<file path="config.mk">
export PLATFORM = sky130hd
export DESIGN_NAME = event_rr_arbiter_flat
export DESIGN_NICKNAME = d
export VERILOG_FILES = /design/src/rtl/event_rr_arbiter_if.sv /design/src/rtl/event_rr_arbiter.sv /design/src/flat_wrapper.sv
export SDC_FILE = /design/constraint.sdc
export NUM_CORES = 1
export LEC_CHECK = 0
export BUFFER_PORTS_ARGS = -buffer_cell sky130_fd_sc_hd__clkbuf_2
export CORE_MARGIN = 1
export CORE_UTILIZATION = 40
export DETAILED_ROUTE_END_ITERATION = 16
export PLACE_DENSITY = 0.64
export SETUP_SLACK_MARGIN = 0.2
export SYNTH_ARGS = -nofsm -noshare
export SYNTH_HDL_FRONTEND = slang
export SYNTH_SLANG_ARGS = --single-unit
</file>
<file path="constraint.sdc">
create_clock -name clk -period 5.6 [get_ports clk]
set_clock_uncertainty 0.15 [all_clocks]
set_input_delay 0.56 -clock clk [delete_from_list [all_inputs] [get_ports clk]]
set_output_delay 0.56 -clock clk [all_outputs]
set_load 0.02 [all_outputs]
</file>
<file path="src/rtl/event_rr_arbiter_if.sv">
`default_nettype none
// ============================================================================
// Module      : event_rr_arbiter_if
// Description : Strobe inputs, mask write, event-number stream and status
//               outputs of the round-robin event arbiter.
// Revision    : 1.0 - initial release
// ============================================================================
interface event_rr_arbiter_if #(
  parameter int EVENTS     = 16,
  parameter int COUNT_BITS = 4
) ();
  logic [EVENTS-1:0]     s_ev_strobe;
  logic [31:0]           s_mask_data;
  logic                  s_mask_valid;
  logic                  s_mask_ready;
  logic [COUNT_BITS-1:0] m_evno_data;
  logic                  m_evno_valid;
  logic                  m_evno_ready;
  logic [EVENTS-1:0]     pending;
  logic [7:0]            ovf_cnt;

  // Arbiter side
  modport slave (
    input  s_ev_strobe, s_mask_data, s_mask_valid, m_evno_ready,
    output s_mask_ready, m_evno_data, m_evno_valid, pending, ovf_cnt
  );

  // Event producer / router side
  modport master (
    output s_ev_strobe, s_mask_data, s_mask_valid, m_evno_ready,
    input  s_mask_ready, m_evno_data, m_evno_valid, pending, ovf_cnt
  );
endinterface
`default_nettype wire

</file>
<file path="src/rtl/event_rr_arbiter.sv">
`default_nettype none
// ============================================================================
// Module      : event_rr_arbiter
// Description : Latches single-cycle event strobes into sticky pending bits
//               and serialises them round-robin onto a valid/ready
//               event-number stream. Runtime enable mask and a saturating
//               coalesce counter are provided for status.
// Revision    : 1.0 - initial release
// ============================================================================
module event_rr_arbiter #(
  parameter int              EVENTS       = 16,
  parameter int              COUNT_BITS   = 4,
  parameter logic [EVENTS-1:0] RESET_ENABLE = '1
) (
  input  wire logic clk,
  input  wire logic rst,
  event_rr_arbiter_if.slave bus
);

  localparam logic [0:0] ST_IDLE  = 1'b0;
  localparam logic [0:0] ST_OFFER = 1'b1;

  logic [0:0]            state_q, state_d;
  logic [EVENTS-1:0]     enable_q;
  logic [EVENTS-1:0]     pending_q, pending_d;
  logic [7:0]            ovf_q;
  logic [COUNT_BITS-1:0] rr_last_q, rr_last_d;
  logic [COUNT_BITS-1:0] data_q, data_d;

  logic                  accept_w;
  logic [EVENTS-1:0]     acc_vec_w;
  logic [EVENTS-1:0]     strobe_en_w;
  logic [EVENTS-1:0]     cand_w;
  logic                  coalesce_w;
  logic [COUNT_BITS-1:0] pick_w;

  // First set bit of vec searching last+1, last+2, ... modulo EVENTS.
  function automatic logic [COUNT_BITS-1:0] rr_pick(
    input logic [EVENTS-1:0]     vec,
    input logic [COUNT_BITS-1:0] last
  );
    logic [COUNT_BITS-1:0] pick;
    logic                  found;
    int                    idx;
    pick  = last;
    found = 1'b0;
    for (int k = 1; k <= EVENTS; k++) begin
      idx = int'(last) + k;
      if (idx >= EVENTS) idx = idx - EVENTS;
      if (!found && vec[idx]) begin
        pick  = COUNT_BITS'(idx);
        found = 1'b1;
      end
    end
    return pick;
  endfunction

  // Handshake decode, pending next-state and coalesce detection.
  always_comb begin
    accept_w    = (state_q == ST_OFFER) && bus.m_evno_ready;
    strobe_en_w = bus.s_ev_strobe & enable_q;
    for (int i = 0; i < EVENTS; i++) begin
      acc_vec_w[i] = accept_w && (int'(data_q) == i);
    end
    // A new occurrence wins over the accept of the same bit.
    pending_d  = strobe_en_w | (pending_q & ~acc_vec_w & enable_q);
    coalesce_w = |(strobe_en_w & pending_q & ~acc_vec_w);
    // In IDLE acc_vec_w is zero, so this is simply pending_q.
    cand_w     = pending_q & ~acc_vec_w;
    pick_w     = rr_pick(cand_w, rr_last_q);
  end

  // Offer FSM: load a selection from IDLE, chain back-to-back on handshake.
  always_comb begin
    state_d   = state_q;
    data_d    = data_q;
    rr_last_d = rr_last_q;
    case (state_q)
      ST_IDLE: begin
        if (|cand_w) begin
          data_d    = pick_w;
          rr_last_d = pick_w;
          state_d   = ST_OFFER;
        end
      end
      ST_OFFER: begin
        if (accept_w) begin
          if (|cand_w) begin
            data_d    = pick_w;
            rr_last_d = pick_w;
          end else begin
            state_d = ST_IDLE;
          end
        end
      end
      default: state_d = ST_IDLE;
    endcase
  end

  // State, pending, mask and counter registers.
  always_ff @(posedge clk) begin
    if (rst) begin
      state_q   <= ST_IDLE;
      enable_q  <= RESET_ENABLE;
      pending_q <= '0;
      ovf_q     <= '0;
      rr_last_q <= COUNT_BITS'(EVENTS - 1);
      data_q    <= '0;
    end else begin
      state_q   <= state_d;
      pending_q <= pending_d;
      rr_last_q <= rr_last_d;
      data_q    <= data_d;
      if (bus.s_mask_valid) enable_q <= bus.s_mask_data[EVENTS-1:0];
      if (coalesce_w && (ovf_q != 8'hFF)) ovf_q <= ovf_q + 8'd1;
    end
  end

  // Mask bits above EVENTS carry no meaning.
  generate
    if (EVENTS < 32) begin : g_mask_unused
      wire unused_mask_hi = ^bus.s_mask_data[31:EVENTS];
    end
  endgenerate

  assign bus.s_mask_ready = 1'b1;
  assign bus.m_evno_data  = data_q;
  assign bus.m_evno_valid = (state_q == ST_OFFER);
  assign bus.pending      = pending_q;
  assign bus.ovf_cnt      = ovf_q;

endmodule
`default_nettype wire

</file>
<file path="src/flat_wrapper.sv">
// flat-port wrapper written by rule: the top's interface ports become plain ports
module event_rr_arbiter_flat 
#(
  parameter int              EVENTS       = 16,
  parameter int              COUNT_BITS   = 4,
  parameter logic [EVENTS-1:0] RESET_ENABLE = '1
)
  (clk, rst, bus_s_ev_strobe, bus_s_mask_data, bus_s_mask_valid, bus_m_evno_ready, bus_s_mask_ready, bus_m_evno_data, bus_m_evno_valid, bus_pending, bus_ovf_cnt);
  event_rr_arbiter_if #(.EVENTS(EVENTS), .COUNT_BITS(COUNT_BITS)) bus_i ();
  input  wire logic clk;
  input  wire logic rst;
  input wire logic [$bits(bus_i.s_ev_strobe)-1:0] bus_s_ev_strobe;
  input wire logic [$bits(bus_i.s_mask_data)-1:0] bus_s_mask_data;
  input wire logic [$bits(bus_i.s_mask_valid)-1:0] bus_s_mask_valid;
  input wire logic [$bits(bus_i.m_evno_ready)-1:0] bus_m_evno_ready;
  output wire logic [$bits(bus_i.s_mask_ready)-1:0] bus_s_mask_ready;
  output wire logic [$bits(bus_i.m_evno_data)-1:0] bus_m_evno_data;
  output wire logic [$bits(bus_i.m_evno_valid)-1:0] bus_m_evno_valid;
  output wire logic [$bits(bus_i.pending)-1:0] bus_pending;
  output wire logic [$bits(bus_i.ovf_cnt)-1:0] bus_ovf_cnt;
  assign bus_i.s_ev_strobe = bus_s_ev_strobe;
  assign bus_i.s_mask_data = bus_s_mask_data;
  assign bus_i.s_mask_valid = bus_s_mask_valid;
  assign bus_i.m_evno_ready = bus_m_evno_ready;
  assign bus_s_mask_ready = bus_i.s_mask_ready;
  assign bus_m_evno_data = bus_i.m_evno_data;
  assign bus_m_evno_valid = bus_i.m_evno_valid;
  assign bus_pending = bus_i.pending;
  assign bus_ovf_cnt = bus_i.ovf_cnt;
  event_rr_arbiter #(.EVENTS(EVENTS), .COUNT_BITS(COUNT_BITS), .RESET_ENABLE(RESET_ENABLE)) u_core (.clk(clk), .rst(rst), .bus(bus_i));
endmodule
</file>
# [Yosys cells after proc, flatten, opt, wreduce, memory -nomap -nowiden]
# Cells that the tools add are included.
# Widths: inputs -> output; s select.
[totals] inputBits=52 output_inout_bits=30 ff_bits=49
[classes] bitwise=8 eq_ne=17 n_reduce_logical=51 magnitude_cmp=32 n_mux=104 addsub=33
[ops] operator="$ge 32x6->1 const B" n=16
[ops] operator="$lt 32x6->1 const B" n=16
[ops] operator="$mux 32" n=16
[ops] operator="$sub 32x6->32 const B" n=16
[ops] operator="$and 16x16->16" n=5
[ops] operator="$mux 4" n=20
[ops] operator="$bmux 1 s4" n=16
[ops] operator="$mux 1" n=49
[ops] operator="$add 4x4->5 const B" n=8
[ops] operator="$logic_and 1x1->1" n=33
[ops] operator="$eq 4x4->1 const B" n=8
[ops] operator="$reduce_or 16->1" n=2
[ops] operator="$add 4x3->5 const B" n=4
[ops] operator="$eq 4x3->1 const B" n=4
[ops] operator="$not 16->16" n=1
[ops] operator="$or 16x16->16" n=1
[ops] operator="$pmux 4 s2" n=2
[ops] operator="$logic_not 1->1" n=15
[ops] operator="$add 4x2->5 const B" n=2
[ops] operator="$add 8x1->8 const B" n=1
[ops] operator="$eq 4x2->1 const B" n=2
[ops] operator="$ne 8x8->1 const B" n=1
[ops] operator="$add 4x5->6 const B" n=1
[ops] operator="$add 4x1->5 const B" n=1
[ops] operator="other kinds (5)" n=5

# [Longest topological paths before layout]
# Gate-level depths: netlist (run 1).
[depth] depth_word=56 mapped_depth=17

# [Worst setup path after synthesis (run 1)]
# OpenSTA, ideal clock, no wires.
[synth_path] path_kind="flip-flop to flip-flop" startpoint="register u_core.rr_last_q[1]" endpoint="register u_core.data_q[3] (netlist: u_core.bus.m_evno_data[3])" period_less_slack_ps=4076 path_stages_with_launch=14 t_required_ps=5354 path_buffers=2 arrival_time_ps=3830 path_slack_ps=1524 setup_ps=96 cell_sequence="dfxtp_1 > clkinv_1 > ha_1 > buf_2 > inv_1 > clkbuf_1 > mux4_2 > nand2_1 > and4_2 > nand4_4 > or4_1 > a311oi_1 > nor2_1 > o41ai_2"
[synth_via] elab_chain_len=55
[synth_rtl] item="start, declared" line="event_rr_arbiter.sv:27" rtl="logic [COUNT_BITS-1:0] rr_last_q, rr_last_d;"
[synth_rtl] item="start signal, assigned" line="event_rr_arbiter.sv:107" rtl="rr_last_q <= COUNT_BITS'(EVENTS - 1);"
[synth_rtl] item="start signal, assigned" line="event_rr_arbiter.sv:112" rtl="rr_last_q <= rr_last_d;"
[synth_rtl] item="$add 4x1->5" line="event_rr_arbiter.sv:48" rtl="idx = int'(last) + k;"
[synth_rtl] item="$sub 32x6->32 / $ge 32x6->1 (equally long branches)" line="event_rr_arbiter.sv:49" rtl="if (idx >= EVENTS) idx = idx - EVENTS;"
[synth_rtl] item="$mux 32" line="event_rr_arbiter.sv:49"
[synth_rtl] item="$bmux 1 s4" line="event_rr_arbiter.sv:50" rtl="if (!found && vec[idx]) begin"
[synth_rtl] item="$mux 1 (implied by the code) (2 in a row)" line="event_rr_arbiter.sv:50"
[synth_rtl] item="$mux 1" line="event_rr_arbiter.sv:50"
[synth_rtl] item="$logic_not 1->1" line="event_rr_arbiter.sv:50"
[synth_rtl] item="$logic_and 1x1->1" line="event_rr_arbiter.sv:50"
[synth_rtl] item="[38 not listed]"
[synth_rtl] item="$logic_and 1x1->1" line="event_rr_arbiter.sv:50"
[synth_rtl] item="$mux 1" line="event_rr_arbiter.sv:50"
[synth_rtl] item="$logic_not 1->1" line="event_rr_arbiter.sv:50"
[synth_rtl] item="$logic_and 1x1->1" line="event_rr_arbiter.sv:50"
[synth_rtl] item="$mux 4 *" line="event_rr_arbiter.sv:50"
[synth_rtl] item="$mux 4 *" line="event_rr_arbiter.sv:80, event_rr_arbiter.sv:88"
[synth_rtl] item="$mux 4" line="event_rr_arbiter.sv:87" rtl="if (accept_w) begin"
[synth_rtl] item="$pmux 4 s2 *" line="event_rr_arbiter.sv:78" rtl="case (state_q)"
[synth_rtl] item="end signal, assigned" line="event_rr_arbiter.sv:113" rtl="data_q <= data_d;"
[synth_rtl] item="end, declared" line="event_rr_arbiter.sv:28" rtl="logic [COUNT_BITS-1:0] data_q, data_d;"
# Mark *: on every way between the ends. The rest lies on a longest branch, timed or not. The select of a mux whose other input is x is not followed.
# A chain may end at the register's enable or synchronous reset.

# [Worst setup path in the final report (run 1)]
[layout_path] startpoint="register u_core.rr_last_q[1]" endpoint="register u_core.rr_last_q[0]"
[layout_via] elab_chain_len=55
[layout_rtl] item="$add 4x1->5" line="event_rr_arbiter.sv:48"
[layout_rtl] item="$sub 32x6->32 / $ge 32x6->1 (equally long branches)" line="event_rr_arbiter.sv:49"
[layout_rtl] item="$mux 32" line="event_rr_arbiter.sv:49"
[layout_rtl] item="$bmux 1 s4" line="event_rr_arbiter.sv:50"
[layout_rtl] item="$mux 1 (implied by the code) (2 in a row)" line="event_rr_arbiter.sv:50"
[layout_rtl] item="$mux 1" line="event_rr_arbiter.sv:50"
[layout_rtl] item="$logic_not 1->1" line="event_rr_arbiter.sv:50"
[layout_rtl] item="$logic_and 1x1->1" line="event_rr_arbiter.sv:50"
[layout_rtl] item="[38 not listed]"
[layout_rtl] item="$logic_and 1x1->1" line="event_rr_arbiter.sv:50"
[layout_rtl] item="$mux 1" line="event_rr_arbiter.sv:50"
[layout_rtl] item="$logic_not 1->1" line="event_rr_arbiter.sv:50"
[layout_rtl] item="$logic_and 1x1->1" line="event_rr_arbiter.sv:50"
[layout_rtl] item="$mux 4 *" line="event_rr_arbiter.sv:50"
[layout_rtl] item="$mux 4 *" line="event_rr_arbiter.sv:80, event_rr_arbiter.sv:88"
[layout_rtl] item="$mux 4" line="event_rr_arbiter.sv:87"
[layout_rtl] item="$pmux 4 s2 *" line="event_rr_arbiter.sv:78"
# Marks and branches as above.

==> key figures, run 1 <==
Status
  – Status: finished, violations left
  – Failing checks: design-rule violations

Flow run
  – Max-cap viol count: 0

Floorplan
  – Floorplan core area: 11500 um2
  – Die Wd: 111 um
  – Starting Density: 0.413
  – Die H: 111 um
  – # IOs: 82
  – Rows: 39
  – Die area: 12300 um2

Clock tree
  – Total CTS buffers: 5
  – Clock Tree Buf Depth: 2
  – Clock tree root driver cell: clkbuf_16
  – Postcts setup bufs: 0
  – Clk sinks: 49
  – Clock-pin transition on the worst setup and hold timing paths: 0.06 ns
  – CTS tree: yes
  – Clk_lat worst skew: 0.29 ns
  – Post-CTS resize count: 0
  – H-tree levels: 2
  – Hold buffers post-CTS: 0

Placed design
  – HPWL Detailed: 12.1 mm
  – Port buffer count: 64
  – GPL Wtd Cong: 0.941
  – Cell area after placement: 5150 um2
  – Placed Cells: 792

Finish
  – Non-Filler Instances: 800
  – Area growth syn-to-layout: 11.9%
  – Ant diodes: 0
  – Fraction of layout cells with a size suffix above 1: 0.180
  – Fin area: 5320 um2
  – Final #Nets: 716
  – Fin util: 0.462
  – Fillers: 1175

Logic synthesis
  – Distinct cells, synth: 87
  – Cell Area, Synth: 4760 um2
  – Synth Register Bits: 49
  – Top-count cell post-synth: nand2_1
  – Post-Syn Instances: 610
  – Cell taking the most area after synthesis: dfxtp_1
  – Number of flops mapped to enable cells by yosys: 0
  – Synth cell count leaders: 71 x nand2_1, 49 x dfxtp_1, 40 x nor2_1
  – Top_reg_cell synth: dfxtp_1
  – Total number of yosys warnings: 0
  – Mean Syn Cell Area: 7.80 um2
  – Post-synth top area share: 0.206
  – Top post-synthesis cells by area: dfxtp_1 21%, nand2_1 5.6%, mux2i_1 3.6%
  – Post-synthesis sequential area ratio: 0.206
  – Ys async rst share: 0
  – Syn nets: 670

Timing
  – Final Critical Period: 4.50 ns
  – Relative slew slack: 0.289
  – Setup TNS Final: 0 ns
  – Max-slew violations: 0
  – Hold Vio Cnt, Final: 0
  – FMAX: 0.222 GHz
  – Final Cycle Share: 0.804
  – Final Setup Violations: 0
  – Slew @ Worst Pin: 1.07 ns
  – RSZ-0062 raised after global routing: false

Drt
  – First-pass detailed-route iteration total: 11
  – Routed WL: 15.6 mm
  – Routed vias/inst: 6.50
  – Violation count after the first detailed-route iteration: 501
  – Residual DRC: 2
  – ANT nets after route: 0
  – Via count: 5200
  – DR WL/cell: 19.5 um

Power
  – Worst-case vdd ir drop: 0.277 mV
  – Total power: 4.21 mW
  – Leak: 2.10 nW
  – Pwr/cell area: 790 nW/um2

Setup path
  – Critical path required time: 5.62 ns
  – CP Launch Type: register
  – Crit path cell chain: clkinv_1 > ha_1 > or2_2 > o22ai_1 > or3_1 > and4_4 > nand4_4 > nor4_1 > a2111oi_2 > o21ai_0 > or3b_1
  – CP max-delay cell: nor4_1
  – R2R Setup Slk: 1.10 ns
  – Slowest stage delay, CP: 0.72 ns
  – Setup CP Type: register to register
  – CP arrival: 4.52 ns
  – Setup crit end kind: register
  – Worst Path Max Fanout: 19

Global routing
  – Vias in the first global route: 4806
  – Global route overflow: 0
  – First-pass GRT wire length: 24.6 mm
  – GRT Total Usage: 0.248
  – Initial antenna violation count: 0
  – Pin count of the biggest net entering global routing: 55

Min path
  – Hold Crit Class: primary input to register
critical path: cells and delay by family (launching register included):
family,cells,cell delay (ns)
AOI/OAI and AO/OA,3,0.62
buffers and inverters,1,0.27
adders and majority gates,1,0.62
and+or+nand+nor,6,2.39
DFF,1,0.34
flip-flops by register name, summed over array words and instances, names as in the netlist:
signal	cells
u_core.bus.m_evno_data	4
u_core.bus.m_evno_valid	1
u_core.enable_q	16
u_core.bus.ovf_cnt	8
u_core.rr_last_q	4
u_core.bus.pending	16
path summary, 6_finish.rpt:
check / from / to / cells after the start
max reg2reg: u_core.rr_last_q[1]$_SDFFE_PP1P_ / u_core.rr_last_q[0]$_SDFFE_PP1P_ / 11
max: u_core.rr_last_q[1]$_SDFFE_PP1P_ / u_core.rr_last_q[0]$_SDFFE_PP1P_ / 11
min reg2reg: u_core.enable_q[12]$_SDFFE_PP1P_ / u_core.bus.pending[12]$_SDFF_PP0_ / 1
min: bus_s_mask_data[7] / u_core.enable_q[7]$_SDFFE_PP1P_ / 2
power by group:
group / switching (mW) / internal [mW] / total [mW]
clock network: 0.134 / 0.223 / 0.357
logic: 2.13 / 1.25 / 3.38
registers: 0.0684 / 0.399 / 0.468
total: 2.34 / 1.87 / 4.21
per-stage QoR:
stage	hold slack (ns)	worst slack [ns]
global route	0.326	0.782
finish	0.325	1.10
detailed placement	0.327	1.15
CTS	0.323	1.24
floorplan	0.315	1.52
global placement	0.323	1.27
cells in the final DEF (no fill, tap or decap), drive strengths merged, types with 4 or more instances in the layout:
cell,Yosys,routed
xnor2,16,16
ha,8,8
a22o,6,6
a31oi,13,13
and2,10,10
o21ai,22,22
xor2,10,10
dfxtp,49,49
and3,4,4
o211ai,12,12
o31ai,9,9
a211o,17,17
or2,7,7
clkbuf,20,70
nor2,40,40
buf,13,8
nor3,12,12
nand2b,5,5
a21boi,4,4
o22ai,9,9
a22oi,9,9
nor2b,27,27
o2111ai,5,5
nand2,72,72
nor3b,17,17
and4,6,6
a311oi,4,4
mux2,4,4
mux2i,17,17
nor4,9,9
nand4,17,17
a211oi,13,13
inv,7,7
a21oi,31,31
or3,7,7
nand3,13,13
a31o,5,5
o32ai,5,5
layer usage:
metal | GRT usage | routed length [um]
met1 | 0.329 | 6940
met2 | 0.415 | 7100
met3 | 0.0295 | 1130
met4 | 0.0847 | 458
met5 | 0 | 0
area by class of cell:
type | count | area [um2] | share of cell area
Clock buffer | 6 | 139 | 0.0261
Sequential cell | 49 | 981 | 0.184
Tap cell | 143 | 179 | 0.0336
Clock inverter | 2 | 37.5 | 0.00705
Timing Repair Buffer | 72 | 380 | 0.0714
Inverter | 8 | 30.0 | 0.00564
Multi-Input combinational cell | 520 | 3580 | 0.672
kinds of logic after synthesis:
| group | after synthesis | synth area share |
|---|---|---|
| adder cells (fa/ha/maj) | 8 | 0.0210 |
| flip-flops | 49 | 0.206 |
| buffers and inverters | 41 | 0.0418 |
| multiplexers | 24 | 0.0594 |
| AO/OA/AOI/OAI | 202 | 0.316 |
| XOR/XNOR | 26 | 0.0573 |
| other | 1 | 0.000788 |
| AND/OR/NAND/NOR | 259 | 0.297 |
No activity file was read; power rests on OpenSTA's default activity.
==> inputs of run 2 (changes only) <==
--- a/config.mk
+++ b/config.mk
@@ -9,7 +9,7 @@
 export CORE_MARGIN = 1
 export CORE_UTILIZATION = 40
 export DETAILED_ROUTE_END_ITERATION = 16
-export PLACE_DENSITY = 0.64
+export PLACE_DENSITY = 0.66
 export SETUP_SLACK_MARGIN = 0.2
 export SYNTH_ARGS = -nofsm -noshare
 export SYNTH_HDL_FRONTEND = slang
==> constraint.sdc (replaced) <==
create_clock -name clk -period 3.6 [get_ports clk]
set_clock_uncertainty 0.15 [all_clocks]
set_input_delay 0.36 -clock clk [delete_from_list [all_inputs] [get_ports clk]]
set_output_delay 0.36 -clock clk [all_outputs]
set_load 0.02 [all_outputs]
==> run 2 against run 1 <==
  * The run still ends with design-rule violations left
  * Die area did not move
  * Register-to-register slack worse by 1.0 ns
  * Utilization rose by 12 points
  * Worst setup slack worse by 1.0 ns
  * Design area is 26% higher
  * Wire length is 13% higher
  * Critical path depth is 2 higher
  * Sequential cell count is the same
  * Clock-buffer cell count fell by 1
  * Critical path type unchanged
  * First-iteration DRC count decreased by 30%
  * Maximum frequency is 28% higher
  * Hold slack lost 0.21 ns
==> key figures, run 2 (synthesized netlist as in run 1, its figures left out) <==
Status
  – Status: finished, violations left (unchanged)
  – Failing checks: design-rule violations (unchanged)

Timing
  – RSZ-0062 raised after global routing: true (was false)
  – Final Critical Period: 3.51 ns (was 4.50 ns)
  – Max-slew violations: 0 (unchanged)
  – FMAX: 0.285 GHz (was 0.222 GHz)
  – Hold Vio Cnt, Final: 0 (unchanged)
  – Relative slew slack: 0.253 (was 0.289)
  – Final Setup Violations: 0 (unchanged)
  – Final Cycle Share: 0.975 (was 0.804)
  – Slew @ Worst Pin: 1.12 ns (was 1.07 ns)

Min path
  – Hold path startpoint: bus_s_mask_data[1] (was bus_s_mask_data[7])
  – Hold Crit Depth: 2 (unchanged)
  – Sink of the worst hold path: u_core.enable_q[1]$_SDFFE_PP1P_ (was u_core.enable_q[7]$_SDFFE_PP1P_)
  – Hold Crit Class: primary input to register (unchanged)

Global routing
  – Global route overflow: 0 (unchanged)
  – Initial antenna violation count: 0 (unchanged)
  – First-pass GRT wire length: 28.5 mm (was 24.6 mm)
  – GRT Total Usage: 0.288 (was 0.248)
  – Vias in the first global route: 5603 (was 4806)
  – Pin count of the biggest net entering global routing: 55 (unchanged)

Finish
  – Fraction of layout cells with a size suffix above 1: 0.386 (was 0.180)
  – Commonest non-fill, non-tap cells in the layout: 120 x buf_4, 69 x nand2_1, 64 x clkbuf_2 (was 71 x nand2_1, 64 x clkbuf_2, 49 x dfxtp_1)
  – Ant diodes: 0 (unchanged)
  – Final #Nets: 833 (was 716)
  – Most common cell after layout, fill and taps aside: buf_4 (was nand2_1)
  – Fin util: 0.581 (was 0.462)
  – Area growth syn-to-layout: 40.7% (was 11.9%)

Setup path
  – CP max-delay cell: a2111oi_4 (was nor4_1)
  – Worst Path Max Fanout: 8 (was 19)
  – Setup CP Type: register to register (unchanged)
  – CP arrival: 3.53 ns (was 4.52 ns)
  – Critical path required time: 3.62 ns (was 5.62 ns)
  – CP Launch Type: register (unchanged)
  – Buf/Inv on CP: 3 (was 1)
  – R2R cell count: 13 (was 11)
  – Crit-path leading delay family: simple AND/OR/NAND/NOR gates (unchanged)
  – R2R Path End: u_core.rr_last_q[0]$_SDFFE_PP1P_ (unchanged)
  – Setup crit end kind: register (unchanged)
  – R2R Setup Slk: 0.09 ns (was 1.10 ns)
  – RR Startpoint: u_core.rr_last_q[0]$_SDFFE_PP1P_ (was u_core.rr_last_q[1]$_SDFFE_PP1P_)
  – Slowest stage delay, CP: 0.47 ns (was 0.72 ns)
  – Crit path cell chain: buf_12 > xnor2_4 > o31ai_1 > buf_4 > and2_1 > a2111o_1 > and4_4 > nand4_4 > buf_4 > nor4_4 > a2111oi_4 > nor3_1 > or3b_1 (was clkinv_1 > ha_1 > or2_2 > o22ai_1 > or3_1 > and4_4 > nand4_4 > nor4_1 > a2111oi_2 > o21ai_0 > or3b_1)
  – Worst path most repeated cell: buf_4

Clock tree
  – Clock tree root driver cell: clkbuf_16 (unchanged)
  – Clk_lat worst skew: 0.29 ns (about the same)
  – H-tree levels: 2 (unchanged)
  – CTS tree: yes (unchanged)
  – Clk sinks: 49 (unchanged)
  – Clock-pin transition on the worst setup and hold timing paths: 0.07 ns (was 0.06 ns)
  – Total CTS buffers: 5 (unchanged)
  – Clock Tree Buf Depth: 2 (unchanged)

Drt
  – Residual DRC: 2 (unchanged)
  – Routed WL: 17.6 mm (was 15.6 mm)
  – DR WL/cell: 19.2 um (was 19.5 um)
  – Violation count after the first detailed-route iteration: 353 (was 501)
  – Via count: 5695 (was 5200)
  – First-pass detailed-route iteration total: 11 (unchanged)
  – Routed vias/inst: 6.21 (was 6.50)
  – ANT nets after route: 0 (unchanged)

Floorplan
  – Starting Density: 0.413 (unchanged)
  – Die area: 12300 um2 (unchanged)
  – Floorplan core area: 11500 um2 (unchanged)
  – Die Wd: 111 um (unchanged)
  – # IOs: 82 (unchanged)
  – Rows: 39 (unchanged)
  – Die H: 111 um (unchanged)

Placed design
  – HPWL Detailed: 13.6 mm (was 12.1 mm)
  – Port buffer count: 64 (unchanged)
  – GPL Wtd Cong: 0.976 (was 0.941)

Flow run
  – Max-cap viol count: 0 (unchanged)
==> run 2: per-layer routing <==
layer | up-vias | track usage | share of wire
met1 | 2709 | 0.343 | 0.42
met4 | 0 | 0.143 | 0.043
li1 | 2701 | - | -
met3 | 56 | 0.0487 | 0.061
met5 | - | 0 | 0
met2 | 229 | 0.500 | 0.48
==> run 2: repair_timing <==
item	in CTS	in global routing
hold buffers	0	0
endpoints found under the setup margin	8	8
gates resized for setup	52	19
pin swaps	10	7
cloned	2	0
buffers inserted	5	2
hold endpoints to repair	0	0
==> run 2: final cells by class <==
class / count / area (um2)
fill: 1038 / 4820
multi-input combinational: 521 / 3990
timing repair buffer: 188 / 1300
sequential: 49 / 996
tap: 143 / 179
clock buffer: 5 / 125
clock inverter: 3 / 65.1
inverter: 8 / 40.0
==> run 2: stage by stage <==
step	setup TNS (ns)	hold slack, ns	instances	instance area (um2)	setup WS, ns
finish	0	0.117	917	6700	0.0912
global route	-0.167	0.114	917	6700	-0.0367
CTS	0	0.115	915	6590	0.144
detailed placement	-0.456	0.329	900	6060	-0.120
global placement	-0.102	0.320	900	6060	-0.0378
floorplan	0	0.315	610	4880	0.163
==> run 2: worst max path at each step <==
| stage | startpoint | endpoint | slack, ns | depth (start not counted) |
|---|---|---|---|---|
| after floorplan | u_core.rr_last_q[0]$_SDFFE_PP1P_ | u_core.rr_last_q[0]$_SDFFE_PP1P_ | 0.16 | 15 |
| after global placement | u_core.rr_last_q[1]$_SDFFE_PP1P_ | u_core.bus.m_evno_data[2]$_SDFFE_PP0P_ | -0.04 | 12 |
| after detailed placement | u_core.rr_last_q[0]$_SDFFE_PP1P_ | u_core.rr_last_q[0]$_SDFFE_PP1P_ | -0.12 | 12 |
| after CTS | u_core.rr_last_q[0]$_SDFFE_PP1P_ | u_core.rr_last_q[0]$_SDFFE_PP1P_ | 0.14 | 11 |
| after global routing | u_core.rr_last_q[0]$_SDFFE_PP1P_ | u_core.rr_last_q[0]$_SDFFE_PP1P_ | -0.04 | 13 |
| final | u_core.rr_last_q[0]$_SDFFE_PP1P_ | u_core.rr_last_q[0]$_SDFFE_PP1P_ | 0.09 | 13 |
==> run 2: worst reg2reg max path, stage by stage (launching register included) <==
cell and delay, ns:
dfxtp_4 0.41, buf_12 0.17, xnor2_4 0.28, o31ai_1 0.12, buf_4 0.16, and2_1 0.17, a2111o_1 0.44, and4_4 0.21
nand4_4 0.16, buf_4 0.14, nor4_4 0.04, a2111oi_4 0.47, nor3_1 0.09, or3b_1 0.37
Power of run 2 is left out: the tool's default activity adds up to more than one toggle a clock period on the data nets, which glitch-free logic cannot reach.
